**src/rtl/event_onehot_queue.sv**
```systemverilog
// Rising-edge event capture on WIDTH request lines, issued one at a time as a
// registered one-hot word over valid/ready, in fixed-priority or round-robin order.

module event_onehot_queue_lane (
  input  logic clk,
  input  logic rst,
  input  logic req,
  input  logic grant,
  output logic pend,
  output logic ovf
);
  logic req_prev;
  logic edge_det;

  assign edge_det = req & ~req_prev;
  // A second edge while still pending is lost, unless this lane is being issued now.
  assign ovf      = edge_det & pend & ~grant;

  always_ff @(posedge clk) begin
    if (rst) begin
      req_prev <= 1'b1;
      pend     <= 1'b0;
    end else begin
      req_prev <= req;
      pend     <= (pend & ~grant) | edge_det;
    end
  end
endmodule

module event_onehot_queue #(
  parameter int WIDTH       = 8,
  parameter int ROUND_ROBIN = 1
) (
  input  logic             clk,
  input  logic             rst,
  input  logic [WIDTH-1:0] req_in,
  input  logic             out_ready,
  input  logic             ovf_clr,
  output logic [WIDTH-1:0] out_onehot,
  output logic             out_valid,
  output logic [WIDTH-1:0] pending,
  output logic             overflow
);
  localparam int IW = $clog2(WIDTH);

  logic [IW-1:0]    ptr;
  logic [IW-1:0]    sel;
  logic [IW-1:0]    idx;
  logic             hit;
  logic             slot_free;
  logic             load;
  logic [WIDTH-1:0] grant;
  logic [WIDTH-1:0] ovf_lane;

  genvar g;
  generate
    for (g = 0; g < WIDTH; g++) begin : g_lane
      event_onehot_queue_lane u_lane (
        .clk   (clk),
        .rst   (rst),
        .req   (req_in[g]),
        .grant (grant[g]),
        .pend  (pending[g]),
        .ovf   (ovf_lane[g])
      );
    end
  endgenerate

  // Scan from ptr (round-robin) or from 0 (fixed); index arithmetic wraps at WIDTH.
  always_comb begin
    sel = '0;
    hit = 1'b0;
    idx = '0;
    for (int k = 0; k < WIDTH; k++) begin
      idx = (ROUND_ROBIN != 0) ? ptr + IW'(k) : IW'(k);
      if (!hit && pending[idx]) begin
        hit = 1'b1;
        sel = idx;
      end
    end
  end

  assign slot_free = ~out_valid | out_ready;
  assign load      = slot_free & hit;
  assign grant     = load ? (WIDTH'(1) << sel) : '0;

  always_ff @(posedge clk) begin
    if (rst) begin
      out_onehot <= '0;
      out_valid  <= 1'b0;
      ptr        <= '0;
      overflow   <= 1'b0;
    end else begin
      if (slot_free) begin
        out_valid  <= load;
        out_onehot <= grant;
        if (load) ptr <= sel + 1'b1;
      end
      if (|ovf_lane)    overflow <= 1'b1;
      else if (ovf_clr) overflow <= 1'b0;
    end
  end
endmodule

```
**config.mk**
```make
export PLATFORM = sky130hd
export DESIGN_NAME = event_onehot_queue
export DESIGN_NICKNAME = d
export VERILOG_FILES = /design/src/rtl/event_onehot_queue.sv
export SDC_FILE = /design/constraint.sdc
export NUM_CORES = 1
export LEC_CHECK = 0
export CAP_MARGIN = 20
export CORE_MARGIN = 2
export CORE_UTILIZATION = 40
export DETAILED_ROUTE_END_ITERATION = 6
export GPL_TIMING_DRIVEN = 0
export PLACE_DENSITY = 0.68
export SETUP_SLACK_MARGIN = 0.02
export SYNTH_ARGS = -nofsm -noshare
export SYNTH_HDL_FRONTEND = slang
export SYNTH_SLANG_ARGS = --single-unit
export TNS_END_PERCENT = 20
```
**constraint.sdc**
```tcl
create_clock -name clk -period 5.1 [get_ports clk]
set_clock_uncertainty 0.2 [all_clocks]
set_input_delay 1.02 -clock clk [delete_from_list [all_inputs] [get_ports clk]]
set_output_delay 1.02 -clock clk [all_outputs]
set_load 0.01 [all_outputs]
```
# Word-level counts from Yosys, hierarchy flattened
# Cells that the tools add are included.
dict set report word_totals {
  ff_bits 29
  input_bits 12
  out_inout_bits 18
}
dict set report op_classes {
  addsub 8
  n_lt_le_gt_ge 8
  shift 1
  mux 35
  bitwise 59
  n_reduce_logical 17
}
# operator n
set ops {}
lappend ops {{1-bit AND} 33}
lappend ops {{3-bit by 4-bit less-than comparator with 1-bit output, second input constant} 8}
lappend ops {{1-bit binary-select mux with 3-bit select} 8}
lappend ops {{3-bit 2-to-1 mux} 8}
lappend ops {{1-bit 2-to-1 mux} 18}
lappend ops {{1-bit inverter} 17}
lappend ops {{3-bit adder, second input constant} 4}
lappend ops {{1-bit OR} 9}
lappend ops {{8-bit 2-to-1 mux} 1}
lappend ops {{8-bit OR reduction} 1}
lappend ops {{1-bit by 3-bit << shifter with 8-bit output, first input constant} 1}
lappend ops {{1-bit logical AND} 7}
lappend ops {{1-bit zero test} 7}
lappend ops {{3-bit by 1-bit adder with 3-bit output, second input constant} 2}
lappend ops {{3-bit by 2-bit adder with 3-bit output, second input constant} 2}
lappend ops {{2-bit AND reduction} 1}
lappend ops {{2-bit nonzero test} 1}

# Longest topological paths before layout
# Gate-level depths: netlist of the first run.
dict set report depth {
  ltp_word 30
  ltp_mapped 21
  mapped_depth_nobuf 17
}

# Cells and area by module
# Synthesis of the first run repeated with hierarchy kept, for this count alone.
dict set report hier_totals {
  hier_cells 250
  hier_area_um2 2412.3
}
# module n_inst cells_per_inst area_each_um2 seq_area_each_um2
set modules_own_cells {}
lappend modules_own_cells {event_onehot_queue 1 194 1781.7 260.2}
lappend modules_own_cells {event_onehot_queue_lane 8 7 78.8 40.0}

# Least setup slack after synthesis of the first run
# OpenSTA, ideal clock, no wires.
dict set report synth_path {
  path_type {register -> register}
  from {register ptr[1]}
  to {register overflow}
  t_arrival_ns 4.326
  t_required_ns 4.774
  setup_slack_ns 0.448
  path_stages_with_launch 19
  n_path_buf 3
  period_less_slack_ns 4.652
  path_cell_list {dfxtp_1 > buf_2 > buf_2 > inv_1 > ha_1 > buf_2 > mux4_2 > mux2_2 > o32a_4 > or3_4 > o41ai_1 > and2_1 > ha_1 > ha_1 > o22ai_1 > nor3_1 > o21ai_1 > a221oi_2 > a31oi_1}
}
dict set report synth_between {
  elab_chain_cells 30
  word_cells_on_any_way 75
  classes_between {add/sub (7); shift (1); mux (34); bitwise (17); reduce/logical (16)}
}
# item line_no
set synth_lines {}
lappend synth_lines {{start, declared} 46} ;# logic [IW-1:0] ptr;
lappend synth_lines {{start signal, assigned} 97} ;# if (load) ptr <= sel + 1'b1;
lappend synth_lines {{parallel branches: the longest is 25 deep, another holds 3-bit by 1-bit adder with 3-bit output} n/a}
lappend synth_lines {{8-bit 2-to-1 mux *} 85} ;# assign grant = load ? (WIDTH'(1) << sel) : '0;
lappend synth_lines {{1-bit inverter} 17} ;# assign ovf = edge_det & pend & ~grant;
lappend synth_lines {{1-bit AND} 17}
lappend synth_lines {{8-bit OR reduction *} 99} ;# if (|ovf_lane) overflow <= 1'b1;
lappend synth_lines {{1-bit 2-to-1 mux or 2-bit nonzero test (tied branches)} n/a}
lappend synth_lines {{end signal, assigned} 92} ;# overflow <= 1'b0;
lappend synth_lines {{end signal, assigned} 99}
lappend synth_lines {{end signal, assigned} 100} ;# else if (ovf_clr) overflow <= 1'b0;
lappend synth_lines {{end, declared} 42} ;# output logic overflow
# Mark *: on every way between the ends. The select of a mux whose other input is x is not followed.
# A chain may end at the register's enable or synchronous reset.

# Final worst setup path of the first run
# Ends and elaborated chain as after synthesis.

==> results of run 1 <==
## worst max-delay path, stage by stage, from the launching register on
cell and delay [ns]:
dfxtp_2 0.37, buf_8 0.19, inv_1 0.16, ha_1 0.34
clkbuf_4 0.22, mux4_2 0.53, mux2_2 0.32, o32a_4 0.26
or3_4 0.41, o41ai_2 0.38, and2_1 0.22, ha_1 0.19
ha_1 0.18, o22ai_1 0.09, nor3_1 0.18, o21ai_1 0.10
a221oi_2 0.19, a31oi_1 0.11
## metal layers
layer  global-route usage, %  vias up
met5                       0        -
met3                    1.96       12
met2                    32.3       49
met4                    5.57        0
met1                    25.7     1043
li1                        -     1061
## final cells by class
cell class                      count  area [µm²]
Tap cell                           75        93.8
Inverter                           12        48.8
Timing Repair Buffer               29         288
Fill cell                         610        3000
Multi-Input combinational cell    201        1680
Buffer                             30         176
Sequential cell                    29         582
Clock buffer                        7        86.3
## cell families (layout without fill, tap and decap cells)
kind of cell	after synthesis	count (layout)	synth area share, %
AOI/OAI and AO/OA	62	62	19.2
xor gates and xnor gates	3	3	1.06
adders and majority gates	8	8	4.05
buffers and inverters	43	78	8.66
DFF	29	29	23.5
muxes	37	37	23.6
and+or+nand+nor	91	91	20.0
## what timing repair did
item / CTS / global route
resized for setup: 1 / 6
hold endpoints to repair: 0 / 0
endpoints found under the setup margin: 1 / 1
setup buffers: 0 / 1
hold buffers: 0 / 0
## power groups by stage
stage	Combinational [mW]	Sequential, mW	Clock [mW]
floorplan	0.839	0.304	0
global placement	1.10	0.299	0
detailed placement	1.11	0.298	0
CTS	1.11	0.295	0.189
global route	1.24	0.300	0.198
finish	1.14	0.295	0.185
## per-stage QoR
stage,cell area (µm²),std cells,power [mW]
floorplan,2470,273,1.14
global placement,2840,376,1.40
detailed placement,2840,376,1.40
CTS,2930,382,1.60
global route,2960,383,1.74
finish,2960,383,1.62
## final timing paths
kind,from,endpoint,slack (ns),cells past startpoint
worst max-delay path,ptr[1]$_SDFFE_PP0P_,overflow$_SDFFE_PP0P_,0.36,17
worst min-delay path,out_onehot[7]$_SDFFE_PP0P_,out_onehot[7]$_SDFFE_PP0P_,0.26,2
worst max register to register,ptr[1]$_SDFFE_PP0P_,overflow$_SDFFE_PP0P_,0.36,17
worst min register to register,out_onehot[7]$_SDFFE_PP0P_,out_onehot[7]$_SDFFE_PP0P_,0.26,2
## cell usage after synthesis, types with 5 or more instances
| master | n | area share (%) |
|---|---|---|
| dfxtp_1 | 29 | 24 |
| nor2_1 | 25 | 3.8 |
| nand2_1 | 22 | 3.3 |
| a21oi_1 | 16 | 3.2 |
| mux2i_1 | 15 | 6.1 |
| mux4_2 | 15 | 14 |
| clkbuf_1 | 13 | 2.0 |
| inv_1 | 11 | 1.7 |
| buf_4 | 10 | 3.0 |
| or2_2 | 9 | 2.3 |
| ha_1 | 8 | 4.1 |
| nand2b_1 | 7 | 1.8 |
| buf_2 | 6 | 1.2 |
| mux2_2 | 6 | 2.7 |
| nor2b_1 | 6 | 1.5 |
| o22ai_1 | 5 | 1.3 |
## sequential cells by signal, summed over array words and instances (netlist names)
signal and cells:
out_valid 1, ptr 3, overflow 1, g_lane.u_lane.req_prev 8
g_lane.u_lane.pend 8, out_onehot 8
==> out/summary.txt, run 1 <==
Worst Setup Start Kind -> flop
GR Util All Layers -> 19.1%
syn avg cell area -> 9.05 µm²
fin util -> 49.7%
TritonRoute pass-1 iters -> 4
final period utilization -> 93.0%
Synth-to-Final Area Change -> 19.8%
Ant. Diodes -> 0
dpl ws -> -0.145 ns
per-cell routed wire length -> 16.0 µm
Slew Viols, Final -> 0
Tmin final -> 4.74 ns
maximum clock rate -> 0.211 GHz
highest metal used -> met4
WP data required -> 5.05 ns
FP Rows -> 28
CTS Buf Count -> 5
Combinational Power Share -> 70.3%
peak supply drop -> 0.000391 V
Worst-Margin Slew -> 0.528 ns
Vias -> 2165
worst path arrival time -> 4.69 ns
status -> finished, final reports clean
effective utilization at floorplan -> 41.5%
clk sinks -> 29
pin count of the biggest net entering global routing -> 20
Slew Limit Headroom -> 64.7%
WL met2 -> 3060 µm
worst min path class -> reg -> reg
final worst setup slack -> 0.356 ns
Net Count, Synth -> 293
vias in the first global route -> 2013
Netlist cell types -> 61
CTS tree -> built
clk root buf -> clkbuf_8
Top FF cell, synth -> dfxtp_1
Seq/Total Area, Yosys -> 23.5%
CTS Buffer Depth -> 2
Clock power frac -> 11.4%
commonest non-fill, non-tap cells in the layout -> 28 x dfxtp_1, 28 x clkdlybuf4s50_1, 25 x nor2_1
kind of end point of the critical path -> flop
drt drc -> 0
final hold slack -> 0.265 ns
final setup vio count -> 0
PD cells -> 547 nW/µm²
Int Power -> 0.874 mW
Skew-Pair Late Insertion Delay -> 0.27 ns
Port Buffers -> 28
vias per cell -> 5.65
initial antenna violation count -> 0
IO Count -> 30
Die W -> 82.6 µm
share of cells above drive strength 1 -> 23.1%
Final ANT Viol Nets -> 0
Worst-path clk slew -> 0.06 ns
Leak -> 1.08 nW
Die H -> 82.6 µm
core area -> 5960 µm²
CTS H-tree depth -> 2
first-pass GRT wire length -> 9880 µm
Worst Path Max Fanout -> 19
Setup CP Type -> reg -> reg
Seq pwr share -> 18.2%
cell count after synthesis -> 273
DRT iter0 DRCs -> 192
final-stage net count -> 328
DRT Wirelength -> 6150 µm
sw frac -> 46.0%
DP HPWL -> 4750 µm
synth warn -> 0
setup TNS -> 0 ns
net switching power -> 0.745 mW
final count of hold timing violations -> 0
Seq cells post-synth -> 29
total grt overflow -> 0
Synth async-reset ratio -> 0%
Netlist Area Pre-Place -> 2470 µm²
RSZ-0062 raised after global routing -> false
routability cong. -> 0.891
number of flops mapped to enable cells by yosys -> 0
WL met3 -> 198 µm
Max Cap Viol -> 0
full die area -> 6820 µm²
M1 WL -> 2780 µm
(Power assumes the default switching activity.)
==> run 2: changes to the inputs <==
--- a/config.mk
+++ b/config.mk
@@ -11,6 +11,7 @@
 export DETAILED_ROUTE_END_ITERATION = 6
 export GPL_TIMING_DRIVEN = 0
 export PLACE_DENSITY = 0.68
+export RECOVER_POWER = 50
 export SETUP_SLACK_MARGIN = 0.02
 export SYNTH_ARGS = -nofsm -noshare
 export SYNTH_HDL_FRONTEND = slang
==> constraint.sdc (replaced) <==
create_clock -name clk -period 5 [get_ports clk]
set_clock_uncertainty 0.2 [all_clocks]
set_input_delay 1 -clock clk [delete_from_list [all_inputs] [get_ports clk]]
set_output_delay 1 -clock clk [all_outputs]
set_load 0.01 [all_outputs]
==> run 2 against run 1 <==
Compared with the run above: die area unchanged; via count grew 0.74%; power is 3.9% higher; global-route usage is the same; first-iteration DRC count down 3.6%; hold slack lost 0.0030 ns; flip-flop and latch count did not move; setup slack got worse by 0.014 ns; critical path type unchanged; largest power group unchanged.
==> out/summary.txt, run 2 (synthesized netlist as in run 1, its figures left out) <==
Worst path most repeated cell -> ha_1 (unchanged)
Clock power frac -> 11.3% (was 11.4%)
Skew-Pair Late Insertion Delay -> 0.28 ns (was 0.27 ns)
CTS tree -> built (unchanged)
final count of hold timing violations -> 0 (unchanged)
origin of the worst setup path -> ptr[1]$_SDFFE_PP0P_ (unchanged)
per-cell routed wire length -> 16.0 µm (about the same)
WP depth -> 17 (unchanged)
status -> finished, final reports clean (unchanged)
RSZ-0062 raised after global routing -> false (unchanged)
routability cong. -> 0.891 (unchanged)
setup TNS -> 0 ns (unchanged)
Slew Viols, Final -> 0 (unchanged)
Largest stage delay, worst path -> 0.51 ns (was 0.53 ns)
Worst Path Max Fanout -> 19 (unchanged)
Hold Crit Depth -> 2 (unchanged)
Vias -> 2181 (was 2165)
worst min path class -> reg -> reg (unchanged)
Setup CP Type -> reg -> reg (unchanged)
crit-path leading delay family -> compound AO/OA/AOI/OAI gates (unchanged)
final period utilization -> 93.1% (was 93.0%)
sw frac -> 46.5% (was 46.0%)
Worst Setup Start Kind -> flop (unchanged)
net switching power -> 0.782 mW (was 0.745 mW)
Leak -> 1.14 nW (was 1.08 nW)
drt drc -> 0 (unchanged)
Die W -> 82.6 µm (unchanged)
PD cells -> 560 nW/µm² (was 547 nW/µm²)
Slew Limit Headroom -> 64.3% (was 64.7%)
CTS Buffer Depth -> 2 (unchanged)
cell-by-cell trace of the critical path -> buf_12 -> clkinvlp_4 -> ha_1 -> buf_6 -> mux4_2 -> mux2_2 -> o32a_4 -> or3_4 -> o41ai_2 -> and2_1 -> ha_1 -> ha_1 -> o22ai_1 -> nor3_1 -> o21ai_1 -> a221oi_2 -> a31oi_1 (was buf_8 -> inv_1 -> ha_1 -> clkbuf_4 -> mux4_2 -> mux2_2 -> o32a_4 -> or3_4 -> o41ai_2 -> and2_1 -> ha_1 -> ha_1 -> o22ai_1 -> nor3_1 -> o21ai_1 -> a221oi_2 -> a31oi_1)
CTS H-tree depth -> 2 (unchanged)
Synth-to-Final Area Change -> 21.6% (was 19.8%)
vias per cell -> 5.66 (was 5.65)
Tmin final -> 4.66 ns (was 4.74 ns)
WP data required -> 4.95 ns (was 5.05 ns)
TritonRoute pass-1 iters -> 4 (unchanged)
final setup vio count -> 0 (unchanged)
CTS Buf Count -> 5 (unchanged)
first-pass GRT wire length -> 9880 µm (unchanged)
Combinational Power Share -> 70.8% (was 70.3%)
Seq pwr share -> 17.8% (was 18.2%)
Max Cap Viol -> 0 (unchanged)
final worst setup slack -> 0.343 ns (was 0.356 ns)
vias in the first global route -> 2013 (unchanged)
DP HPWL -> 4750 µm (unchanged)
peak supply drop -> 0.000391 V (about the same)
DRT Wirelength -> 6180 µm (was 6150 µm)
clk sinks -> 29 (unchanged)
share of cells above drive strength 1 -> 23.9% (was 23.1%)
FP Rows -> 28 (unchanged)
full die area -> 6820 µm² (unchanged)
clk root buf -> clkbuf_8 (unchanged)
GR Util All Layers -> 19.1% (unchanged)
effective utilization at floorplan -> 41.5% (unchanged)
Final ANT Viol Nets -> 0 (unchanged)
maximum clock rate -> 0.215 GHz (was 0.211 GHz)
kind of end point of the critical path -> flop (unchanged)
FF-to-FF setup slack -> 0.34 ns (was 0.36 ns)
Worst-Margin Slew -> 0.534 ns (was 0.528 ns)
Int Power -> 0.901 mW (was 0.874 mW)
pin count of the biggest net entering global routing -> 20 (unchanged)
RR Startpoint -> ptr[1]$_SDFFE_PP0P_ (unchanged)
core area -> 5960 µm² (unchanged)
Die H -> 82.6 µm (unchanged)
CP max stage cell -> mux4_2 (unchanged)
commonest non-fill, non-tap cells in the layout -> 28 x dfxtp_1, 25 x nor2_1, 23 x dlygate4sd3_1 (was 28 x dfxtp_1, 28 x clkdlybuf4s50_1, 25 x nor2_1)
final-stage net count -> 330 (was 328)
dpl ws -> -0.245 ns (was -0.145 ns)
DRT iter0 DRCs -> 185 (was 192)
Port Buffers -> 28 (unchanged)
Post-Place Cells -> 376 (unchanged)
Ant. Diodes -> 0 (unchanged)
commonest non-fill, non-tap cell in the layout -> dfxtp_1
worst path arrival time -> 4.61 ns (was 4.69 ns)
Worst-path clk slew -> 0.06 ns (about the same)
Post-Layout Cell Count -> 385 (was 383)
total grt overflow -> 0 (unchanged)
Worst Setup EP -> overflow$_SDFFE_PP0P_ (unchanged)
initial antenna violation count -> 0 (unchanged)
Worst R2R End -> overflow$_SDFFE_PP0P_ (unchanged)
Reg2Reg Depth -> 17 (unchanged)
IO Count -> 30 (unchanged)
top flop regs -> g_lane.u_lane.pend: 8 flops, g_lane.u_lane.req_prev: 8 flops, out_onehot: 8 flops (unchanged)
worst path buffer plus inverter count -> 3 (unchanged)
[run 2: per-stage QoR]
step	instance area, µm²	power, mW	utilization, %	hold WS (ns)
after floorplan	2470	1.17	-	0.276
after detailed placement	2840	1.43	47.8	0.255
after global placement	2840	1.43	47.8	0.250
final	3000	1.68	50.4	0.262
after global routing	3000	1.81	50.4	0.283
after CTS	2930	1.63	49.2	0.265
[run 2: layer usage]
| metal | vias to the layer above | wire length [µm] | track usage [%] |
|---|---|---|---|
| met1 | 1047 | 2770 | 25.7 |
| li1 | 1065 | - | - |
| met2 | 58 | 3100 | 32.3 |
| met4 | 0 | 99 | 5.57 |
| met3 | 11 | 213 | 1.96 |
| met5 | - | 0 | 0 |
[run 2: final cells by class]
type                    instances  area, µm²
plain buffers                  30        185
clock buffers                   7       86.3
fillers                       613       2950
inverters                      12       51.3
multi-input cells             201       1700
flip-flops and latches         29        582
well taps                      75       93.8
repair buffers                 31        303
[run 2: worst reg2reg max path, stage by stage (launching register included)]
cell and delay [ns]:
dfxtp_2 0.38, buf_12 0.18, clkinvlp_4 0.14, ha_1 0.35, buf_6 0.17, mux4_2 0.52
mux2_2 0.32, o32a_4 0.26, or3_4 0.42, o41ai_2 0.37, and2_1 0.21, ha_1 0.19
ha_1 0.18, o22ai_1 0.09, nor3_1 0.18, o21ai_1 0.10, a221oi_2 0.19, a31oi_1 0.11
[run 2: worst min path at each step]
stage | to | start | slack, ns
finish | out_onehot[0]$_SDFFE_PP0P_ | out_onehot[0]$_SDFFE_PP0P_ | 0.26
global route | out_onehot[7]$_SDFFE_PP0P_ | out_onehot[7]$_SDFFE_PP0P_ | 0.28
CTS | out_onehot[7]$_SDFFE_PP0P_ | out_onehot[7]$_SDFFE_PP0P_ | 0.27
detailed placement | out_onehot[1]$_SDFFE_PP0P_ | out_onehot[1]$_SDFFE_PP0P_ | 0.25
global placement | out_onehot[1]$_SDFFE_PP0P_ | out_onehot[1]$_SDFFE_PP0P_ | 0.25
floorplan | out_onehot[7]$_SDFFE_PP0P_ | out_onehot[7]$_SDFFE_PP0P_ | 0.28
[run 2: power by group through the flow]
| stage | clock network, mW | registers [mW] | logic, mW |
|---|---|---|---|
| floorplan | 0 | 0.310 | 0.856 |
| global placement | 0 | 0.305 | 1.12 |
| detailed placement | 0 | 0.304 | 1.13 |
| CTS | 0.193 | 0.301 | 1.14 |
| global route | 0.202 | 0.305 | 1.30 |
| finish | 0.190 | 0.300 | 1.19 |
[run 2: timing repair]
action / CTS / global route
hold buffers: 0 / 0
resized for setup: 3 / 11
setup buffers: 0 / 3
endpoints found under the setup margin: 1 / 1
